**src/rtl/eq_sweep_pkg.sv**
```systemverilog
// rtl/eq_sweep_pkg.sv - shared types and sizes for the exhaustive equivalence sweep controller
package eq_sweep_pkg;

    localparam int VEC_W   = 5;
    localparam int NUM_VEC = 32;
    localparam int CNT_W   = 6;

    localparam logic [VEC_W-1:0] LAST_VEC = VEC_W'(NUM_VEC - 1);

    typedef enum logic [1:0] {
        ST_IDLE   = 2'd0,
        ST_SETTLE = 2'd1,
        ST_SAMPLE = 2'd2,
        ST_DONE   = 2'd3
    } state_t;

endpackage

```
**src/rtl/sweep_settle_timer.sv**
```systemverilog
// rtl/sweep_settle_timer.sv - settle-delay counter, expired once SETTLE_CYCLES cycles have been counted
//
// Ports:
//   clk, rst_n : clock, asynchronous active-low reset
//   clear      : force the count back to zero (has priority over enable)
//   enable     : count one settle cycle
//   expired    : count has reached SETTLE_CYCLES-1 (this is the last settle cycle)
module sweep_settle_timer #(
    parameter int SETTLE_CYCLES = 2
) (
    input  logic clk,
    input  logic rst_n,
    input  logic clear,
    input  logic enable,
    output logic expired
);

    // Four bits cover the legal range 1..15; the count can reach SETTLE_CYCLES
    // for one cycle before the controller leaves SETTLE and clears it.
    logic [3:0] cnt;

    always_ff @(posedge clk or negedge rst_n) begin
        if (!rst_n) begin
            cnt <= 4'd0;
        end else if (clear) begin
            cnt <= 4'd0;
        end else if (enable) begin
            cnt <= cnt + 4'd1;
        end
    end

    assign expired = (cnt == 4'(SETTLE_CYCLES - 1));

endmodule

```
**src/rtl/eq_sweep_ctrl.sv**
```systemverilog
// rtl/eq_sweep_ctrl.sv - walks all 32 five-bit vectors, samples a mismatch flag per vector, reports the result
//
// Ports:
//   clk, rst_n     : clock, asynchronous active-low reset
//   start          : one-cycle request to begin a sweep (accepted in IDLE or DONE only)
//   mismatch_in    : compare flag from the checker under test, sampled only in SAMPLE
//   vec_out        : registered stimulus vector {a,b,c,d,e}
//   busy           : sweep in progress
//   done           : sweep finished, held until the next accepted start
//   pass           : no mismatches seen (only meaningful with done)
//   err_count      : number of vectors sampled with mismatch_in high
//   first_fail     : lowest failing vector, valid with first_fail_vld
//
// Build option: define SWEEP_STOP_ON_FAIL_EN to end the sweep at the first failing vector.
module eq_sweep_ctrl
    import eq_sweep_pkg::*;
#(
    parameter int SETTLE_CYCLES = 2
) (
    input  logic             clk,
    input  logic             rst_n,
    input  logic             start,
    input  logic             mismatch_in,
    output logic [VEC_W-1:0] vec_out,
    output logic             busy,
    output logic             done,
    output logic             pass,
    output logic [CNT_W-1:0] err_count,
    output logic [VEC_W-1:0] first_fail,
    output logic             first_fail_vld
);

    state_t state, state_nxt;
    logic   settle_expired;
    logic   accept;

    assign accept = ((state == ST_IDLE) || (state == ST_DONE)) && start;

    // The timer runs only while settling and is held cleared otherwise, so
    // every vector starts its settle period from zero.
    sweep_settle_timer #(
        .SETTLE_CYCLES(SETTLE_CYCLES)
    ) u_settle (
        .clk    (clk),
        .rst_n  (rst_n),
        .clear  (state != ST_SETTLE),
        .enable (state == ST_SETTLE),
        .expired(settle_expired)
    );

    always_ff @(posedge clk or negedge rst_n) begin
        if (!rst_n) begin
            state <= ST_IDLE;
        end else begin
            state <= state_nxt;
        end
    end

    always_comb begin
        state_nxt = state;
        case (state)
            ST_IDLE, ST_DONE: begin
                if (start) begin
                    state_nxt = ST_SETTLE;
                end
            end
            ST_SETTLE: begin
                if (settle_expired) begin
                    state_nxt = ST_SAMPLE;
                end
            end
            ST_SAMPLE: begin
`ifdef SWEEP_STOP_ON_FAIL_EN
                if (mismatch_in || (vec_out == LAST_VEC)) begin
                    state_nxt = ST_DONE;
                end else begin
                    state_nxt = ST_SETTLE;
                end
`else
                if (vec_out == LAST_VEC) begin
                    state_nxt = ST_DONE;
                end else begin
                    state_nxt = ST_SETTLE;
                end
`endif
            end
            default: state_nxt = ST_IDLE;
        endcase
    end

    always_comb begin
        busy = (state == ST_SETTLE) || (state == ST_SAMPLE);
        done = (state == ST_DONE);
        pass = (state == ST_DONE) && (err_count == '0);
    end

    // Result datapath. err_count tops out at NUM_VEC because each vector is
    // sampled exactly once, so it needs no saturation.
    always_ff @(posedge clk or negedge rst_n) begin
        if (!rst_n) begin
            vec_out        <= '0;
            err_count      <= '0;
            first_fail     <= '0;
            first_fail_vld <= 1'b0;
        end else if (accept) begin
            vec_out        <= '0;
            err_count      <= '0;
            first_fail     <= '0;
            first_fail_vld <= 1'b0;
        end else if (state == ST_SAMPLE) begin
            if (mismatch_in) begin
                err_count <= err_count + CNT_W'(1);
                if (!first_fail_vld) begin
                    first_fail     <= vec_out;
                    first_fail_vld <= 1'b1;
                end
            end
            // The vector only advances when another settle period follows,
            // so it holds the last (or failing) vector into DONE.
            if (state_nxt == ST_SETTLE) begin
                vec_out <= vec_out + VEC_W'(1);
            end
        end
    end

endmodule

```
**config.mk**
```make
export PLATFORM = sky130hd
export DESIGN_NAME = eq_sweep_ctrl
export DESIGN_NICKNAME = d
export VERILOG_FILES = /design/src/rtl/eq_sweep_pkg.sv /design/src/rtl/sweep_settle_timer.sv /design/src/rtl/eq_sweep_ctrl.sv
export SDC_FILE = /design/constraint.sdc
export NUM_CORES = 1
export LEC_CHECK = 0
export CAP_MARGIN = 30
export CELL_PAD_IN_SITES_DETAIL_PLACEMENT = 1
export CELL_PAD_IN_SITES_GLOBAL_PLACEMENT = 1
export CORE_MARGIN = 10
export CORE_UTILIZATION = 42
export CTS_CLUSTER_SIZE = 24
export DETAILED_ROUTE_END_ITERATION = 16
export GPL_ROUTABILITY_DRIVEN = 0
export PLACE_DENSITY_LB_ADDON = 0.25
export REMOVE_ABC_BUFFERS = 1
export SYNTH_ARGS = -nofsm -noshare
export SYNTH_HDL_FRONTEND = slang
export SYNTH_SLANG_ARGS = --single-unit
```
**constraint.sdc**
```tcl
create_clock -name clk -period 4.93 [get_ports clk]
set_input_delay 0.986 -clock clk [delete_from_list [all_inputs] [get_ports clk]]
set_output_delay 0.986 -clock clk [all_outputs]
set_load 0.1 [all_outputs]
```
Yosys cells after proc, flatten, opt, wreduce, memory -nomap -nowiden
Cells that the tools add are included.
{ "totals": {"reg_bits": 23, "latch_bits": 0, "ramBits": 0, "rom_bits": 0, "output_inout_bits": 20, "wordCells": 50, "memories": 0} }
{ "classes": {"n_addsub": 3, "multipliers": 0, "div": 0, "magnitude_cmp": 0, "n_eq_ne": 8, "n_shift": 0, "muxes": 19, "n_bitwise": 0, "reduce_logical": 14} }
{ "ops": {"columns": ["operator", "count"], "rows": [
  ["5-bit two-way mux", 7],
  ["6-bit two-way mux", 3],
  ["4-bit two-way mux", 2],
  ["2-bit nonzero test", 4],
  ["6-bit by 1-bit adder with 6-bit output, second input constant", 1],
  ["6-bit zero test", 1],
  ["2-bit two-way mux", 3],
  ["2-bit one-hot mux with 3 select lines", 1],
  ["5-bit by 1-bit adder with 5-bit output, second input constant", 1],
  ["5-bit equality test, second input constant", 1],
  ["4-bit by 1-bit adder with 4-bit output, second input constant", 1],
  ["2-bit by 1-bit equality test with 1-bit output, second input constant", 2],
  ["2-bit equality test, second input constant", 2],
  ["4-bit by 1-bit equality test with 1-bit output, second input constant", 1],
  ["2-bit by 1-bit != test with 1-bit output, second input constant", 2],
  ["2-bit AND reduction", 2],
  ["1-bit two-way mux", 3],
  ["3-bit AND reduction", 1],
  ["1-bit logical AND", 2],
  ["2-bit zero test", 1],
  ["1-bit logical OR", 2],
  ["2-bit OR reduction", 1]
]} }

Depth between registers and ports, before layout
{ "logic_depth": {"word_depth": 7, "ltp_mapped": 8} }

Cells and area by module
A second synthesis with hierarchy kept.
{ "hier_totals": {"cells_unflattened": 126, "area_unflattened_um2": 1290.0} }
{ "by_module_without_submodules": {"columns": ["mod", "n_inst", "cells_each", "area_each_um2", "seq_area_each_um2"], "rows": [
  ["eq_sweep_ctrl", 1, 106, 1068.5, 475.5],
  ["sweep_settle_timer", 1, 20, 221.5, 100.1]
]} }

Worst setup path before layout
No wires, ideal clock.
{ "synth_path": {"path_type": "flip-flop to output port", "from": "reg state[1]", "to": "out pass", "t_arrival_ns": 3.413, "setup_slack_ns": 0.531, "stages_incl_launch_ff": 4, "path_cell_list": "dfrtp_1 > ha_1 > nand4bb_1 > nor3_1"} }
{ "synth_between": {"elab_chain_len": 2} }
{ "synth_lines": {"columns": ["item", "line", "source"], "rows": [
  ["from (decl)", "eq_sweep_ctrl.sv:33", "state_t state, state_nxt;"],
  ["from (signal assigned)", "eq_sweep_ctrl.sv:55", "state <= state_nxt;"],
  ["2-bit equality test", null, null],
  ["named net done", "eq_sweep_ctrl.sv:26", "output logic done,"],
  ["1-bit logical AND", "eq_sweep_ctrl.sv:94", "pass = (state == ST_DONE) && (err_count == '0);"],
  ["to (decl)", "eq_sweep_ctrl.sv:27", "output logic pass,"]
]} }
The timed path passes the listed nets, and every way through them passes these cells.

Final worst setup path
{ "layout_path": {"from": "reg state[1]", "to": "out pass"} }
{ "layout_between": {"elab_chain_len": 2} }
{ "layout_lines": {"columns": ["item", "line"], "rows": [
  ["2-bit equality test", "eq_sweep_ctrl.sv:94"],
  ["1-bit logical AND", "eq_sweep_ctrl.sv:94"]
]} }
Every way passes these cells.

==> flow_metrics.env <==
export IMPL_netlist_area_sq_um=1180
export IMPL_n_antenna_cell=0
export IMPL_wl_per_cell_um=15.6
export IMPL_reg2regPathDepth=8
export IMPL_wirelength_um=2600
export IMPL_grt_max_degree=18
export IMPL_whs_endpoint="u_settle.cnt[0]"
export IMPL_netlist_top_cells_count="23 x dfrtp_1, 13 x nor2_1, 9 x ha_1"
export IMPL_ys_types=32
export IMPL_crit_type="register to primary output"
export IMPL_worst_slew_pin_slew_ns=0.991
export IMPL_die_area_sq_um=5350
export IMPL_peakVddDrop_mv=0.376
export IMPL_vias=868
export IMPL_fin_skew_ns=0.00371
export IMPL_grt_pass1_vias=865
export IMPL_finalPower_uw=571
export IMPL_die_h_um=73.1
export IMPL_postPlaceCellArea_sq_um=1440
export IMPL_min_delay_start="u_settle.cnt[0]"
export IMPL_leakagePower_nw=0.686
export IMPL_setup_slack_ns=1.55
export IMPL_rr_startpoint="vec_out[0]"
export IMPL_synth_edf_count=0
export IMPL_cts_tree="yes"
export IMPL_synth_top_area_share_pct=48.6
export IMPL_postCtsResizedCells=0
export IMPL_cts_buffers=3
export IMPL_dp_cells=163
export IMPL_final_min_clock_period_ns=3.38
export IMPL_path_max_fanout=5
export IMPL_avgSynthCellArea_sq_um=10.6
export IMPL_ys_seq_area_share_pct=48.6
export IMPL_track_usage_pct=10.4
export IMPL_postSynthCellCount=112
export IMPL_hold_depth=1
export IMPL_final_util_pct=53.8
export IMPL_cts_sinks=23
export IMPL_start_util_pct=43.3
export IMPL_status="finished, final reports clean"
export IMPL_hold_path_class="register to register"
export IMPL_power_density_nw_per_um2=388
export IMPL_required_ns=3.94
export IMPL_clock_path_buffers=2
export IMPL_fin_crit_sh_pct=68.5
export IMPL_clock_fmax_mhz=296
export IMPL_antenna_left=0
export IMPL_htreeDepth=1
export IMPL_setup_violations_final=0
export IMPL_die_w_um=73.1
export IMPL_hold_buffers=0
export IMPL_relSlewSlack_pct=33.7
export IMPL_firstDrtPassIters=4
export IMPL_io_pins=24
export IMPL_coreArea_sq_um=2730
export IMPL_startpoint_type="register"
export IMPL_ys_flop_type="dfrtp_1"
export IMPL_fin_nets=150
export IMPL_r2r_end="vec_out[3]"
export IMPL_critical_path_arrival_ns=2.39
export IMPL_grt_overflow=0
export IMPL_synth_most_common_cell="dfrtp_1"
export IMPL_synth_area_top_cells="dfrtp_1 49%, ha_1 9.5%, mux2i_1 5.1%, nor2_1 4.1%, xor2_1 3.7%"
export IMPL_final_cells=167
export IMPL_drt_initial_drc_count=32
export IMPL_io_buffers=23
export IMPL_root_buffer="clkbuf_4"
export IMPL_clk_latency_ns=0.30
export IMPL_drive_gt1_share_pct=9.56
export IMPL_design_area_sq_um=1470
export IMPL_fillers=319
export IMPL_area_delta_synth_final_pct=24.1
export IMPL_yosysTopAreaCell="dfrtp_1"
export IMPL_finalSetupTns_ns=0
export IMPL_holdWs_ns=0.508
export IMPL_ys_ff_latch=23
export IMPL_post_cts_buffers=0
export IMPL_synthArstFlopShare_pct=100
export IMPL_cap_violations=0
export IMPL_slew_violations=0
export IMPL_cts_clk_slew_worst_paths_ns=0.13
export IMPL_hold_viol_final=0
export IMPL_pre_cts_ws_ns=1.88
export IMPL_antenna_found_initial=0
export IMPL_drc=0
export IMPL_rows=19
export IMPL_grt_pass1_wl_um=4480
export IMPL_vias_per_cell=5.20
export IMPL_rsz0062_at_grt="false"
export IMPL_worstSetupEndpointType="primary output"
export IMPL_r2r_slack_ns=2.61
export IMPL_yosys_warnings=0
export IMPL_hpwl_um=2070
==> how the worst max path moves through the flow <==
| stage | start | end | slack, ns | cells after the start |
|---|---|---|---|---|
| 2_1_floorplan | state[1] | pass | 0.53 | 3 |
| 3_3_place_gp | err_count[0] | pass | 1.94 | 5 |
| 3_5_place_dp | err_count[0] | pass | 1.88 | 5 |
| 4_1_cts | err_count[0] | pass | 1.52 | 5 |
| 5_1_grt | err_count[0] | pass | 1.38 | 5 |
| 6_report | state[1] | pass | 1.55 | 4 |
==> where the power goes <==
part,switching [mW],total (mW),internal (mW)
combinational,0.189,0.247,0.0579
sequential,0.0274,0.237,0.209
clock,0.0554,0.0869,0.0315
total,0.272,0.571,0.299
==> worst max-delay path: stages, from the launching register on <==
cell and delay (ns):
dfrtp_1 0.45, ha_1 0.21, nand4bb_1 0.11, nor3_1 0.15
clkdlybuf4s50_1 1.16
==> final cells by class <==
class                   count  area (sq um)  area share [%]
flip-flops and latches     23           576            39.1
clock buffers               4          26.3            1.79
inverters                   7          26.3            1.79
well taps                  31          38.8            2.64
multi-input cells          78           558            38.0
repair buffers             24           245            16.7
==> layout by cell type (no fill, tap or decap), types with 2 or more instances in the layout <==
master            n
nand3_1           5
nand4_1           2
and2_2            2
or3_2             2
clkdlybuf4s50_1  23
nor2_1           13
inv_1             6
nor2b_1           2
ha_1              9
and3_1            3
xnor2_1           2
and2_1            3
xor2_1            5
nand2_1           3
o21ai_0           4
mux2i_1           6
a21oi_1           6
dfrtp_1          23
clkbuf_4          3
==> per-layer routing <==
| metal | vias to the layer above | share of wire, % | track usage (%) |
|---|---|---|---|
| li1 | 426 | - | - |
| met4 | 0 | 0.73 | 3.38 |
| met2 | 15 | 46 | 15.4 |
| met5 | - | 0 | 0 |
| met1 | 425 | 46 | 13.9 |
| met3 | 2 | 7.2 | 3.27 |
==> registers in the layout, summed over array words and instances, names as in the netlist <==
name / count
first_fail: 5
err_count: 6
u_settle.cnt: 4
vec_out: 5
first_fail_vld: 1
state: 2
==> cell families (layout without fill, tap and decap cells) <==
family          count (synthesis)  count (layout)  synth area share (%)
xor+xnor                        7               7                  5.17
flops                          23              23                  48.6
mux                             6               6                  5.07
buf+inv                        11              35                  4.33
fa+ha+maj                       9               9                  9.50
simple gates                   42              42                  19.6
compound gates                 14              14                  7.71
Power figures use the tool's default switching activity.
